**src/rtl/uart_pkg.sv**
```systemverilog
// Shared UART receive definitions: frame states, default line settings and bit-timing helpers.
// The state set includes PARITY only when UART_RX_PARITY_EN is defined.
package uart_pkg;

  localparam int DEF_CLK_FREQ_HZ = 100_000_000;
  localparam int DEF_BAUD        = 115_200;

`ifdef UART_RX_PARITY_EN
  typedef enum logic [2:0] {
    ST_IDLE   = 3'd0,
    ST_START  = 3'd1,
    ST_DATA   = 3'd2,
    ST_STOP   = 3'd3,
    ST_PARITY = 3'd4
  } rx_state_e;
`else
  typedef enum logic [2:0] {
    ST_IDLE   = 3'd0,
    ST_START  = 3'd1,
    ST_DATA   = 3'd2,
    ST_STOP   = 3'd3
  } rx_state_e;
`endif

  function automatic int clks_per_bit(input int clk_hz, input int baud);
    return clk_hz / baud;
  endfunction

  function automatic int half_bit(input int cpb);
    return cpb / 32'sd2;
  endfunction

endpackage

```
**src/rtl/uart_rx_bit_timer.sv**
```systemverilog
// Bit-period counter: loads on start detection, wraps once per bit and strobes at each mid-bit point.
module uart_rx_bit_timer #(
  parameter int CLKS_PER_BIT = 868,
  parameter int HALF_BIT     = 434
) (
  input  logic clk,
  input  logic rst,
  input  logic run,
  input  logic run_next,
  input  logic load,
  output logic sample_en
);

  localparam int CNT_W = (CLKS_PER_BIT > 1) ? $clog2(CLKS_PER_BIT) : 1;
  localparam logic [CNT_W-1:0] CNT_MAX  = CNT_W'(CLKS_PER_BIT - 1);
  localparam logic [CNT_W-1:0] CNT_LOAD = CNT_W'(CLKS_PER_BIT - HALF_BIT);

  logic [CNT_W-1:0] count_r;
  logic [CNT_W-1:0] count_next_s;
  logic             sample_en_r;

  // Next count: preload on start edge, free-run with wrap while framing, park at zero when idle.
  always_comb begin
    count_next_s = count_r;
    if (load) begin
      count_next_s = CNT_LOAD;
    end else if (run) begin
      if (count_r == CNT_MAX) begin
        count_next_s = {CNT_W{1'b0}};
      end else begin
        count_next_s = count_r + CNT_W'(1);
      end
    end else begin
      count_next_s = {CNT_W{1'b0}};
    end
  end

  // The strobe is registered from next-cycle values so it is high exactly while count_r sits at CNT_MAX.
  always_ff @(posedge clk or posedge rst) begin
    if (rst) begin
      count_r     <= {CNT_W{1'b0}};
      sample_en_r <= 1'b0;
    end else begin
      count_r     <= count_next_s;
      sample_en_r <= run_next & (count_next_s == CNT_MAX);
    end
  end

  assign sample_en = sample_en_r;

endmodule

```
**src/rtl/uart_rx_frame_ctrl.sv**
```systemverilog
// UART receive frame controller: resynchronises RX, sequences start/data/stop sampling, and
// hands bytes out on valid/ready. Define UART_RX_PARITY_EN to expect an even-parity bit.
module uart_rx_frame_ctrl
  import uart_pkg::*;
#(
  parameter int CLK_FREQ_HZ = DEF_CLK_FREQ_HZ,
  parameter int BAUD        = DEF_BAUD,
  parameter int DATA_BITS   = 8
) (
  input  logic                 clk,
  input  logic                 rst,
  input  logic                 i_rx,
  output logic                 o_sample_en,
  output logic [DATA_BITS-1:0] o_data,
  output logic                 o_valid,
  input  logic                 i_ready,
  output logic                 o_frame_err,
  output logic                 o_overrun,
  output logic                 o_busy
);

  localparam int CLKS_PER_BIT = clks_per_bit(CLK_FREQ_HZ, BAUD);
  localparam int HALF_BIT     = half_bit(CLKS_PER_BIT);
  localparam int IDX_W        = $clog2(DATA_BITS);
  localparam logic [IDX_W-1:0] IDX_LAST = IDX_W'(DATA_BITS - 1);

  logic rx_meta_r, rx_sync_r, rx_prev_r;
  logic fall_s, load_s, run_s, run_next_s, sample_en_s;
  rx_state_e state_r, state_next_s;
  logic [IDX_W-1:0]     idx_r;
  logic [DATA_BITS-1:0] shift_r;
  logic shift_en_s, deliver_s, ferr_s, par_bad_s;
  logic [DATA_BITS-1:0] data_r;
  logic valid_r, ferr_r, ovr_r, busy_r;
`ifdef UART_RX_PARITY_EN
  logic par_chk_s, par_err_r;
`endif

  // Idle-high resynchroniser followed by the edge register used for start detection.
  always_ff @(posedge clk or posedge rst) begin
    if (rst) begin
      rx_meta_r <= 1'b1;
      rx_sync_r <= 1'b1;
      rx_prev_r <= 1'b1;
    end else begin
      rx_meta_r <= i_rx;
      rx_sync_r <= rx_meta_r;
      rx_prev_r <= rx_sync_r;
    end
  end

  assign fall_s     = rx_prev_r & ~rx_sync_r;
  assign load_s     = fall_s & (state_r == ST_IDLE);
  assign run_s      = (state_r != ST_IDLE);
  assign run_next_s = (state_next_s != ST_IDLE);

  uart_rx_bit_timer #(
    .CLKS_PER_BIT(CLKS_PER_BIT),
    .HALF_BIT    (HALF_BIT)
  ) u_bit_timer (
    .clk      (clk),
    .rst      (rst),
    .run      (run_s),
    .run_next (run_next_s),
    .load     (load_s),
    .sample_en(sample_en_s)
  );

  // Frame state register.
  always_ff @(posedge clk or posedge rst) begin
    if (rst) begin
      state_r <= ST_IDLE;
    end else begin
      state_r <= state_next_s;
    end
  end

  // Next state and per-strobe actions; every transition out of IDLE waits for a sample strobe.
  always_comb begin
    state_next_s = state_r;
    shift_en_s   = 1'b0;
    deliver_s    = 1'b0;
    ferr_s       = 1'b0;
`ifdef UART_RX_PARITY_EN
    par_chk_s    = 1'b0;
`endif
    case (state_r)
      ST_IDLE: begin
        if (fall_s) begin
          state_next_s = ST_START;
        end else begin
          state_next_s = ST_IDLE;
        end
      end
      ST_START: begin
        if (sample_en_s) begin
          state_next_s = rx_sync_r ? ST_IDLE : ST_DATA;
        end else begin
          state_next_s = ST_START;
        end
      end
      ST_DATA: begin
        if (sample_en_s) begin
          shift_en_s = 1'b1;
          if (idx_r == IDX_LAST) begin
`ifdef UART_RX_PARITY_EN
            state_next_s = ST_PARITY;
`else
            state_next_s = ST_STOP;
`endif
          end else begin
            state_next_s = ST_DATA;
          end
        end else begin
          state_next_s = ST_DATA;
        end
      end
`ifdef UART_RX_PARITY_EN
      ST_PARITY: begin
        if (sample_en_s) begin
          par_chk_s    = 1'b1;
          state_next_s = ST_STOP;
        end else begin
          state_next_s = ST_PARITY;
        end
      end
`endif
      ST_STOP: begin
        if (sample_en_s) begin
          state_next_s = ST_IDLE;
          deliver_s    = rx_sync_r & ~par_bad_s;
          ferr_s       = ~rx_sync_r | par_bad_s;
        end else begin
          state_next_s = ST_STOP;
        end
      end
      default: begin
        state_next_s = ST_IDLE;
      end
    endcase
  end

  // LSB-first assembly: each sample enters at the MSB so the first bit ends up at bit 0.
  always_ff @(posedge clk or posedge rst) begin
    if (rst) begin
      shift_r <= {DATA_BITS{1'b0}};
      idx_r   <= {IDX_W{1'b0}};
    end else if (shift_en_s) begin
      shift_r <= {rx_sync_r, shift_r[DATA_BITS-1:1]};
      idx_r   <= idx_r + IDX_W'(1);
    end else if (state_r == ST_START) begin
      idx_r   <= {IDX_W{1'b0}};
    end
  end

`ifdef UART_RX_PARITY_EN
  function automatic logic even_parity(input logic [DATA_BITS-1:0] d);
    return ^d;
  endfunction

  // Parity verdict latched at the parity strobe and held until the stop bit decides delivery.
  always_ff @(posedge clk or posedge rst) begin
    if (rst) begin
      par_err_r <= 1'b0;
    end else if (state_r == ST_START) begin
      par_err_r <= 1'b0;
    end else if (par_chk_s) begin
      par_err_r <= rx_sync_r ^ even_parity(shift_r);
    end
  end

  assign par_bad_s = par_err_r;
`else
  assign par_bad_s = 1'b0;
`endif

  // Output handshake: a pending byte is never overwritten; a same-cycle accept frees the slot.
  always_ff @(posedge clk or posedge rst) begin
    if (rst) begin
      data_r  <= {DATA_BITS{1'b0}};
      valid_r <= 1'b0;
      ferr_r  <= 1'b0;
      ovr_r   <= 1'b0;
      busy_r  <= 1'b0;
    end else begin
      busy_r <= run_next_s;
      ferr_r <= ferr_s;
      ovr_r  <= 1'b0;
      if (deliver_s) begin
        if (!valid_r || i_ready) begin
          data_r  <= shift_r;
          valid_r <= 1'b1;
        end else begin
          ovr_r   <= 1'b1;
        end
      end else if (valid_r && i_ready) begin
        valid_r <= 1'b0;
      end
    end
  end

  assign o_sample_en = sample_en_s;
  assign o_data      = data_r;
  assign o_valid     = valid_r;
  assign o_frame_err = ferr_r;
  assign o_overrun   = ovr_r;
  assign o_busy      = busy_r;

endmodule

```
**config.mk**
```make
export PLATFORM = sky130hd
export DESIGN_NAME = uart_rx_frame_ctrl
export DESIGN_NICKNAME = d
export VERILOG_FILES = /design/src/rtl/uart_pkg.sv /design/src/rtl/uart_rx_bit_timer.sv /design/src/rtl/uart_rx_frame_ctrl.sv
export SDC_FILE = /design/constraint.sdc
export NUM_CORES = 1
export LEC_CHECK = 0
export ABC_AREA = 1
export CORE_MARGIN = 5
export CORE_UTILIZATION = 40
export CTS_BUF_LIST = sky130_fd_sc_hd__clkbuf_8
export CTS_CLUSTER_DIAMETER = 120
export DETAILED_ROUTE_END_ITERATION = 8
export PLACE_DENSITY = 0.66
export SLEW_MARGIN = 20
export SYNTH_ARGS = -nofsm -noshare
export SYNTH_HDL_FRONTEND = slang
export SYNTH_SLANG_ARGS = --single-unit
```
**constraint.sdc**
```tcl
create_clock -name clk -period 2.25 [get_ports clk]
set_input_delay 0.225 -clock clk [delete_from_list [all_inputs] [get_ports clk]]
set_output_delay 0.225 -clock clk [all_outputs]
set_load 0.005 [all_outputs]
```
==> results.sh <==
export IMPL_status="finished clean"
export IMPL_cap_violations=0
export IMPL_place_inst=265
export IMPL_ys_async_sr_fraction_pct=100.0
export IMPL_synth_area_top_cells="dfrtp_1, nand2_1, inv_1, dfstp_2, o21ai_2"
export IMPL_seq_area_frac_synth_pct=55.45
export IMPL_drcViolationCount=0
export IMPL_worstSetupStartpointType="flop"
export IMPL_synth_flop_cell="dfrtp_1"
export IMPL_vias=1279
export IMPL_critPathKind="flop to flop"
export IMPL_cp_required_ns=2.42
export IMPL_internal_power_uw=1163
export IMPL_setup_viol=0
export IMPL_yosys_cell_count_top_type="nand2_1"
export IMPL_clk_pin_slew_ns=0.07
export IMPL_grt_max_degree=18
export IMPL_die_width_um=76.46
export IMPL_hold_viol=0
export IMPL_syn_nets=204
export IMPL_clkSinkCount=39
export IMPL_grt_pass1_vias=1293
export IMPL_relSlewSlack_pct=62.83
export IMPL_hp_class="input port to async pin"
export IMPL_period_needed_ns=1.497
export IMPL_start_util_pct=40.86
export IMPL_gr_usage_all_layers_pct=11.95
export IMPL_slew_viol_final=0
export IMPL_clk_latency_ns=0.28
export IMPL_synth_seq_cells=39
export IMPL_post_dp_hpwl_um=2338
export IMPL_syn_area_um2=1767
export IMPL_gp_congestion=0.8596
export IMPL_cp_top_family="simple AND/OR/NAND/NOR gates"
export IMPL_pin_count=17
export IMPL_fmax_mhz=668.0
export IMPL_crit_path_top_delay_cell="dfrtp_1"
export IMPL_initialDrtViolationCount=49
export IMPL_ctsHoldBuffers=0
export IMPL_netlist_area_leader_share_pct=50.99
export IMPL_cts_tree="done"
export IMPL_cp_cell_sequence="nand3_2, nor2_2, nand2_2, mux2_4"
export IMPL_clock_power_share_pct=30.1
export IMPL_post_cts_buffers=0
export IMPL_synthTopCellsByCount="nand2_1, dfrtp_1, inv_1"
export IMPL_synth_warnings=0
export IMPL_tns_ns=0
export IMPL_dr_pass1_iters=4
export IMPL_p_comb_share_pct=18.2
export IMPL_dieHeight_um=76.46
export IMPL_period_share_pct=66.53
export IMPL_rsz0062_at_grt="no"
export IMPL_antenna_found_initial=0
export IMPL_power_density_nw_per_um2=794.2
export IMPL_cts_resized_gates=0
export IMPL_wirelength_um=3124
export IMPL_tightest_slew_ns=0.5557
export IMPL_via_per_inst=4.685
export IMPL_worst_ep_arrival_time_ns=1.67
export IMPL_ir_drop_v=0.0003763
export IMPL_synth_edf_count=0
export IMPL_switching_share_pct=29.97
export IMPL_nFillCells=422
export IMPL_die_area_um2=5846
export IMPL_layout_nets=227
export IMPL_layout_cells_non_filler=273
export IMPL_path_buf_inv=0
export IMPL_netlist_instances=197
export IMPL_port_buffers=16
export IMPL_drive_gt1_share_pct=16.74
export IMPL_synth_area_per_cell_um2=8.968
export IMPL_antenna_left=0
export IMPL_cts_buffers=5
export IMPL_h_tree_depth=2
export IMPL_path_max_fanout=16
export IMPL_fin_skew_ns=0.004153
export IMPL_std_cell_rows=24
export IMPL_endpoint_kind="flop"
export IMPL_routedWlPerCell_um=11.44
export IMPL_critPathMaxStageDelay_ns=0.50
export IMPL_grt_first_pass_wirelength_um=5733
export IMPL_p_switching_uw=497.6
export IMPL_grt_ovfl_total=0
export IMPL_fp_coreArea_um2=4324
export IMPL_leakage_uw=0.001007
export IMPL_seq_power_share_pct=51.6
export IMPL_antennaDiodeCount=0
export IMPL_clk_path_buf_depth=2
export IMPL_area_growth_pct=18.34
export IMPL_root_buffer="clkbuf_8"
export IMPL_yosysUniqueCellTypes=24
export IMPL_yosys_area_top_type="dfrtp_1"
state kept, by name, indices dropped and copies added (netlist names), 2 cells and up:
name                 cells
shift_r                  8
state_r                  2
o_data                   8
u_bit_timer.count_r     10
idx_r                    3
kinds of logic after synthesis:
group,share of synthesized area [%]
multiplexers,0.8496
AND/OR/NAND/NOR,26.98
AO/OA/AOI/OAI,7.932
buffers and inverters,6.657
flip-flops,55.45
adder cells (fa/ha/maj),2.125
placed cells by master (no fill, tap or decap), drive strengths merged, types with 3 or more instances in the layout:
cell type	count
nand2	61
dfrtp	36
inv	28
nor2	22
o21ai	19
clkdlybuf4s50	16
nand3	14
clkbuf	7
ha	3
dfstp	3
a21oi	3
nor3	3
power by group through the flow:
| stage | logic, uW | clock network (uW) | registers, uW |
|---|---|---|---|
| 2_1_floorplan | 238 | 0 | 851 |
| 3_3_place_gp | 303 | 0 | 871 |
| 3_5_place_dp | 308 | 0 | 872 |
| 4_1_cts | 309 | 524 | 858 |
| 5_1_grt | 360 | 553 | 871 |
| 6_report | 303 | 500 | 857 |
worst paths after layout:
path | start | to | slack [ns] | cells after the start
min in group clk | i_rx | rx_meta_r | 0.34 | 1
worst min-delay path | rst | shift_r[7] | 0.26 | 2
worst min register to register | rx_meta_r | rx_sync_r | 0.36 | 0
max in group asynchronous | rst | state_r[1] | 1.41 | 3
worst max register to register | state_r[0] | o_data[0] | 0.75 | 4
worst max-delay path | state_r[0] | o_data[0] | 0.75 | 4
metal layers:
| layer | GRT usage (%) | vias up | part of all wire, % | routed length [um] |
|---|---|---|---|---|
| met5 | 0 | - | 0 | 0 |
| met4 | 3.671 | 0 | 1.2 | 38 |
| li1 | - | 664 | - | - |
| met2 | 18.75 | 21 | 46 | 1446 |
| met3 | 4.492 | 7 | 4.6 | 143 |
| met1 | 15.26 | 587 | 48 | 1496 |
layout make-up:
class | count | area, um^2 | area share (%)
clock buffer | 7 | 96.34 | 4.608
clock inverter | 1 | 3.754 | 0.1795
inverter | 27 | 101.3 | 4.847
multi-input combinational | 129 | 669.4 | 32.02
sequential | 39 | 979.7 | 46.86
tap | 52 | 65.06 | 3.112
timing repair buffer | 18 | 175.2 | 8.378
metrics by stage:
step                util [%]  worst slack (ns)  hold slack (ns)  instance area, um^2  total power, uW
floorplan                  -            0.9842           0.2295                 1767             1089
global placement       46.04            0.7118           0.3457                 1991             1174
detailed placement     46.04            0.6827           0.3482                 1991             1179
CTS                    48.35            0.7472           0.2625                 2091             1690
global route           48.35            0.5975           0.2905                 2091             1783
finish                 48.35            0.7531           0.2552                 2091             1661
No activity file was read; power rests on OpenSTA's default activity.
